--- src/rtl/div_sched.sv ---
// Iterative radix-2 restoring divide sequencer for the EX stage (DW+1 cycles per divide).
// Optional macro DIV_SIGNED_EN enables signed DIV; without it every request is DIVU.
module div_sched #(
    parameter int DW = 32
) (
    input  logic            clk,
    input  logic            rst,
    input  logic            start_i,
    input  logic            annul_i,
    input  logic            signed_div_i,
    input  logic [DW-1:0]   opdata1_i,
    input  logic [DW-1:0]   opdata2_i,
    output logic [2*DW-1:0] result_o,
    output logic            ready_o,
    output logic            stallreq_o
);
    localparam int CW = $clog2(DW + 1);

    typedef enum logic [1:0] {IDLE, DIVZERO, BUSY, DONE} state_t;

    state_t            state_reg, state_next;
    logic [CW-1:0]     cnt_reg, cnt_next;
    logic [2*DW:0]     acc_reg, acc_next;
    logic [DW-1:0]     divisor_reg, divisor_next;
    logic [2*DW-1:0]   result_reg, result_next;
    logic              ready_reg, ready_next;

    logic [DW-1:0]     mag1, mag2;
    logic [DW-1:0]     quo_fix, rem_fix;
    logic              accept;

    assign accept = (state_reg == IDLE) && start_i && !annul_i;

`ifdef DIV_SIGNED_EN
    logic sign1, sign2;
    logic sign_q_reg, sign_q_next, sign_r_reg, sign_r_next;

    assign sign1 = signed_div_i & opdata1_i[DW-1];
    assign sign2 = signed_div_i & opdata2_i[DW-1];
    assign mag1  = sign1 ? -opdata1_i : opdata1_i;
    assign mag2  = sign2 ? -opdata2_i : opdata2_i;

    // Quotient takes the XOR of operand signs, remainder follows the dividend.
    assign quo_fix = sign_q_reg ? -acc_reg[DW-1:0]      : acc_reg[DW-1:0];
    assign rem_fix = sign_r_reg ? -acc_reg[2*DW-1:DW]   : acc_reg[2*DW-1:DW];

    always_comb begin
        sign_q_next = sign_q_reg;
        sign_r_next = sign_r_reg;
        if (accept) begin
            sign_q_next = sign1 ^ sign2;
            sign_r_next = sign1;
        end
    end

    always_ff @(posedge clk) begin
        if (!rst) begin
            sign_q_reg <= 1'b0;
            sign_r_reg <= 1'b0;
        end else begin
            sign_q_reg <= sign_q_next;
            sign_r_reg <= sign_r_next;
        end
    end
`else
    logic signed_unused;

    assign signed_unused = signed_div_i;
    assign mag1    = opdata1_i;
    assign mag2    = opdata2_i;
    assign quo_fix = acc_reg[DW-1:0];
    assign rem_fix = acc_reg[2*DW-1:DW];
`endif

    logic [2*DW:0]  acc_sh;
    logic [DW+1:0]  trial;

    always_comb begin
        state_next   = state_reg;
        cnt_next     = cnt_reg;
        acc_next     = acc_reg;
        divisor_next = divisor_reg;
        result_next  = result_reg;
        ready_next   = ready_reg;
        acc_sh       = acc_reg << 1;
        // Extra top bit of the trial difference is the borrow (negative result).
        trial        = {1'b0, acc_sh[2*DW:DW]} - {2'b00, divisor_reg};

        case (state_reg)
            IDLE: begin
                if (accept) begin
                    divisor_next = mag2;
                    if (opdata2_i == '0) begin
                        state_next = DIVZERO;
                    end else begin
                        state_next = BUSY;
                        cnt_next   = '0;
                        acc_next   = {{(DW+1){1'b0}}, mag1};
                    end
                end
            end
            BUSY: begin
                if (annul_i) begin
                    state_next = IDLE;
                end else if (cnt_reg < CW'(DW)) begin
                    cnt_next = cnt_reg + CW'(1);
                    if (!trial[DW+1]) begin
                        acc_next    = {trial[DW:0], acc_sh[DW-1:0]};
                        acc_next[0] = 1'b1;
                    end else begin
                        acc_next = acc_sh;
                    end
                end else begin
                    result_next = {rem_fix, quo_fix};
                    ready_next  = 1'b1;
                    state_next  = DONE;
                end
            end
            DIVZERO: begin
                if (annul_i) begin
                    state_next = IDLE;
                end else begin
                    result_next = '0;
                    ready_next  = 1'b1;
                    state_next  = DONE;
                end
            end
            DONE: begin
                if (!start_i || annul_i) begin
                    state_next  = IDLE;
                    ready_next  = 1'b0;
                    result_next = '0;
                end
            end
            default: state_next = IDLE;
        endcase
    end

    always_ff @(posedge clk) begin
        if (!rst) begin
            state_reg   <= IDLE;
            cnt_reg     <= '0;
            acc_reg     <= '0;
            divisor_reg <= '0;
            result_reg  <= '0;
            ready_reg   <= 1'b0;
        end else begin
            state_reg   <= state_next;
            cnt_reg     <= cnt_next;
            acc_reg     <= acc_next;
            divisor_reg <= divisor_next;
            result_reg  <= result_next;
            ready_reg   <= ready_next;
        end
    end

    assign result_o   = result_reg;
    assign ready_o    = ready_reg;
    assign stallreq_o = start_i & ~ready_reg & ~annul_i;

endmodule

--- config.mk ---
export PLATFORM = sky130hd
export DESIGN_NAME = div_sched
export DESIGN_NICKNAME = d
export VERILOG_FILES = /design/src/rtl/div_sched.sv
export SDC_FILE = /design/constraint.sdc
export NUM_CORES = 1
export LEC_CHECK = 0
export BUFFER_PORTS_ARGS = -buffer_cell sky130_fd_sc_hd__buf_2
export CELL_PAD_IN_SITES_DETAIL_PLACEMENT = 1
export CELL_PAD_IN_SITES_GLOBAL_PLACEMENT = 2
export CORE_MARGIN = 2
export CORE_UTILIZATION = 34
export CTS_CLUSTER_DIAMETER = 200
export DETAILED_ROUTE_END_ITERATION = 10
export GPL_TIMING_DRIVEN = 0
export PLACE_DENSITY = 0.77
export SYNTH_ARGS = -nofsm -noshare
export SYNTH_HDL_FRONTEND = slang
export SYNTH_SLANG_ARGS = --single-unit
--- constraint.sdc ---
create_clock -name clk -period 3.2 [get_ports clk]
set_input_delay 0.16 -clock clk [delete_from_list [all_inputs] [get_ports clk]]
set_output_delay 0.16 -clock clk [all_outputs]
set_load 0.01 [all_outputs]
== Yosys cells after proc, flatten, opt, wreduce, memory -nomap -nowiden ==
Cells that the tools add are included.
Widths: inputs -> output; s select.

* Word-level logic and storage cells: 65
* Output and inout port bits: 66
* Bits in registers: 169

* Bitwise logic cells: 4
* Muxes and demuxes: 28
* Equal/unequal tests: 11
* Add/subtract/negate cells: 2
* Order comparisons: 1
* Reductions and logical operators: 13

{| class="wikitable"
|+ Operators by type and width
! operator !! number
|-
| $mux 64 || 9
|-
| $pmux 64 s3 || 1
|-
| $pmux 64 s2 || 1
|-
| $sub 33x32->34 || 1
|-
| $logic_not 32->1 || 1
|-
| $mux 6 || 4
|-
| $ne 2x2->1 const B || 7
|-
| $mux 2 || 6
|-
| $pmux 6 s2 || 1
|-
| $reduce_and 5->1 || 2
|-
| $pmux 2 s4 || 1
|-
| $add 6x1->6 const B || 1
|-
| $lt 6x6->1 const B || 1
|-
| $eq 2x2->1 const B || 2
|-
| $mux 1 || 4
|-
| $ne 3x3->1 const B || 1
|-
| $pmux 1 s3 || 1
|-
| $reduce_and 3->1 || 1
|-
| $reduce_bool 3->1 || 1
|-
| $and 1x1->1 || 2
|-
| $eq 2x1->1 const B || 1
|-
| $logic_and 1x1->1 || 2
|-
| $logic_not 1->1 || 2
|-
| $logic_not 2->1 || 1
|-
| other kinds (4) || 5
|}

== Depth between registers and ports, before layout ==
* Depth after elaboration: 5
* Depth in mapped cells: 13

== Worst setup path after synthesis ==
Ideal clock, no wire load.

* Path kind: register to register
* Start point: register state_reg[0]
* End point: register acc_reg[59]
* Cell stages (with the launch flop): 14
* Path slack: 0.621 ns
* Data arrival time: 2.505 ns
* Library setup time: 0.074 ns
* Cells stage by stage: dfxtp_1 > inv_1 > clkbuf_1 > ha_1 > clkbuf_1 > a21oi_1 > o21ai_0 > a21oi_1 > clkbuf_1 > and3_1 > clkbuf_1 > clkbuf_1 > a32oi_1 > o21ai_0

* Cells in the longest elaborated chain, start to end: 5
* Elaborated cells between the ends (all ways): 11
* Classes of those cells: eq/ne: 5; mux: 1; reduce/logical: 5

{| class="wikitable"
|+ Ends and longest elaborated chain
! item !! RTL line !! text
|-
| start, declared || 21 || <nowiki>state_t state_reg, state_next;</nowiki>
|-
| start signal, assigned || 148 || <nowiki>state_reg <= state_next;</nowiki>
|-
| $logic_not 2->1 || 32, 89 ||
|-
| $logic_and 1x1->1 (2 in series) || 32 || <nowiki>assign accept = (state_reg == IDLE) && start_i && !annul_i;</nowiki>
|-
| $ne 2x2->1 (no source line) || - ||
|-
| $reduce_and 5->1 (no source line) || - ||
|-
| end signal, assigned || 150 || <nowiki>acc_reg <= acc_next;</nowiki>
|-
| end, declared || 23 || <nowiki>logic [2*DW:0] acc_reg, acc_next;</nowiki>
|}

Parallel ways exist; a longest one is shown, timed or not.
A chain may end at the register's enable or synchronous reset.

== Final worst setup path ==
* Start point: register divisor_reg[9]
* End point: register acc_reg[33]

* Cells in the longest elaborated chain, start to end: 5

{| class="wikitable"
|+ Ends and longest elaborated chain
! item !! RTL line !! text
|-
| start, declared || 24 || <nowiki>logic [DW-1:0] divisor_reg, divisor_next;</nowiki>
|-
| start signal, assigned || 151 || <nowiki>divisor_reg <= divisor_next;</nowiki>
|-
| $sub 33x32->34 || 87 || <nowiki>trial = {1'b0, acc_sh[2*DW:DW]} - {2'b00, divisor_reg};</nowiki>
|-
| $mux 64 || 107 || <nowiki>if (!trial[DW+1]) begin</nowiki>
|-
| $mux 64 || 105 || <nowiki>end else if (cnt_reg < CW'(DW)) begin</nowiki>
|-
| $mux 64 || 103 || <nowiki>if (annul_i) begin</nowiki>
|-
| $pmux 64 s2 || 89 || <nowiki>case (state_reg)</nowiki>
|}

Every way passes these cells. The select of a mux whose other input is x is not followed.

==> out/qor.csv <==
metric,value,unit
total internal power,0.00506,W
Final Cycle Share,93.9,%
clock group share of total power,23.7,%
count of pins over their slew limit,0,
Starting Density,34.8,%
"most common cell after layout, fill and taps aside",nand2_1,
"Distinct cells, synth",63,
"EDFF count, synth",0,
clk root buf,clkbuf_16,
CTS H-tree lvls,4,
LEAKAGE,4.70,nW
CP most frequent cell,a211oi_2,
slew margin rel.,54.6,%
cell family with most CP delay,compound AO/OA/AOI/OAI gates,
Async SR Flop Fraction,0,%
largest net degree at the start of global routing,20,
PD cells,838,nW/um^2
worst-case reg-to-reg path depth,11,
CORE AREA,25300,sq um
drt pass-1 iters,6,
WP buf/inv,2,
final setup TNS,0,ns
post-route minimum period,3.00,ns
Worst Path Required,3.54,ns
CP Cell Sequence,"inv_1, ha_1, and4_1, and2b_1, a211oi_2, a211oi_2, o311a_4, o21ai_1, buf_2, o21ai_0, a22o_1",
actual slew at the worst max-slew pin,0.681,ns
Power Total,0.00904,W
fin nets,1328,
DRC viols,0,
Worst VDD drop,0.353,mV
Reg power frac,29.4,%
drt total wl,28700,um
maximum fanout along the worst path,10,
post-synthesis instance area,8790,sq um
status,completed,
ranking of synthesized cells by area,"dfxtp_1, nand2_1, a21boi_0, ha_1, mux2i_1",
Vias per Instance,5.11,
number of max-cap violations,0,
syn avg cell area,8.40,sq um
Yosys reg bits,169,
Cells after Synth,1046,
area grow syn2layout,22.7,%
# IOs,135,
vias in the first global route,8155,
worst hold stages,3,
CP peak stage delay,0.37,ns
Layout Skew,0.0125,ns
"Slowest-stage cell, CP",o311a_4,
most frequent cells in the layout,"nand2_1, dfxtp_1, buf_2",
Die W,165,um
die height,165,um
cell taking the most area after synthesis,dfxtp_1,
switching share of power,44.1,%
RD Place Congestion,0.845,
"Remaining Overflow, GRT",0,
top cell type's share of synthesized area,38.5,%
dpl cell area,9870,sq um
initial antenna violation count,2,
switching power,0.00398,W
Global Route Usage Sum,21.6,%
worst min path class,in -> reg,
worst-skew pair later-pin latency,0.45,ns
# clock sinks,169,
pre-CTS setup slack,-0.783,ns
Gate power share,46.9,%
Synthesized Nets,1154,
CP Launch Type,flip-flop,
"buffers from clock root to sink, at most",2,
CTS clock-pin slew for the worst setup and hold paths,0.08,ns
Final WS setup,0.196,ns
TritonCTS Buffers,17,
PortBufs,133,
Max Clk Rate,333,MHz
die area,27100,sq um
register area share after synthesis,38.5,%
worst hold path startpoint,opdata2_i[4],
Antenna Nets Post-Route,0,
vias,7994,
worst flop-to-flop path startpoint,divisor_reg[9]$_SDFFE_PN0P_,
type of the worst setup path,reg -> reg,
Fillers,3075,
HPWL after DPL,21300,um
ys flop type,dfxtp_1,
synth warn,0,
Finished Cell Area,10800,sq um
r2r endpoint,acc_reg[33]$_SDFFE_PN0P_,
"Setup violations, final",0,
layout cells sized above 1,17.6,%
TritonCTS clock tree,done,
First DRT Iteration DRCs,335,
crit end category,flip-flop,
Util after Layout,42.7,%
DR WL/cell,18.3,um
Hold EP,divisor_reg[4]$_SDFFE_PN0P_,
Final Hold Vio Count,0,
row cnt,58,
global-route wire length before repair,45200,um
reg2reg setup slack,0.20,ns
CP arrival,3.34,ns
[cell usage after synthesis, types with 18 or more instances]
library cell / n
nand2_1: 177
nor2_1: 28
nor2b_1: 34
dfxtp_1: 169
ha_1: 38
xor2_1: 18
mux2i_1: 44
and3_1: 29
o211a_1: 33
inv_1: 44
clkbuf_1: 58
nand3_1: 47
o21ai_0: 26
a21boi_0: 71
a21oi_1: 61
[worst max path at each step]
stage | end | start | cells after the start | slack [ns]
after global routing | acc_reg[54]$_SDFFE_PN0P_ | state_reg[0]$_SDFFE_PN0P_ | 12 | -0.01
after global placement | result_o[14]$_SDFFE_PN0P_ | state_reg[0]$_SDFFE_PN0P_ | 10 | -0.82
final | acc_reg[33]$_SDFFE_PN0P_ | divisor_reg[9]$_SDFFE_PN0P_ | 11 | 0.20
after detailed placement | result_o[16]$_SDFFE_PN0P_ | state_reg[0]$_SDFFE_PN0P_ | 10 | -0.78
after floorplan | acc_reg[59]$_SDFFE_PN0P_ | state_reg[0]$_SDFFE_PN0P_ | 13 | 0.62
after CTS | acc_reg[59]$_SDFFE_PN0P_ | state_reg[0]$_SDFFE_PN0P_ | 13 | 0.008
[per-layer routing]
layer  up-vias  wire length [um]  global-route usage (%)
met3        26              1030                    3.62
met2       122             13500                    36.3
met4         0               350                    5.77
met1      3844             13800                    28.8
li1       4002                 -                       -
met5         -                 0                       0
[worst min-delay path: stages]
cell      delay [ns]
buf_2           0.13
nand2_1         0.06
a21boi_0        0.06
[cell type report]
class	count	area (sq um)	share of cell area, %
buffer	70	319	2.96
clock buffer	17	425	3.95
timing repair buffer	157	906	8.40
tap	330	413	3.83
multi-input combinational	761	4980	46.2
clock inverter	15	180	1.67
antenna	2	5.00	0.0464
inverter	44	165	1.53
sequential	169	3390	31.4
[power groups by stage]
stage	Clock (W)	Sequential (W)	Combinational [W]
finish	0.00214	0.00265	0.00424
global route	0.00228	0.00270	0.00467
CTS	0.00218	0.00265	0.00423
detailed placement	0	0.00270	0.00413
global placement	0	0.00269	0.00411
floorplan	0	0.00266	0.00290
[kinds of logic (layout without fill, tap and decap cells)]
family,Yosys count,in the layout,share of synthesized area (%)
compound gates,278,278,22.9
xor+xnor,29,29,2.89
fa+ha+maj,39,39,5.64
buf+inv,116,303,5.21
flops,169,169,38.5
mux,44,44,5.01
other cells,0,2,0
simple gates,371,371,19.9
[what timing repair did]
item                                    in CTS  in global routing
endpoints found under the hold margin       24                  0
endpoints found under the setup margin     133                109
buffers inserted                             0                  0
pin swaps                                    0                  1
hold buffers                                24                  0
resized for setup                           16                 22
[through the flow]
stage | hold slack (ns) | std cells
after floorplan | 0.305 | 1046
after global placement | 0.429 | 1509
after detailed placement | 0.434 | 1509
after CTS | 0.00129 | 1565
after global routing | 0.0110 | 1564
final | 0.0132 | 1565
(Power assumes the default switching activity.)
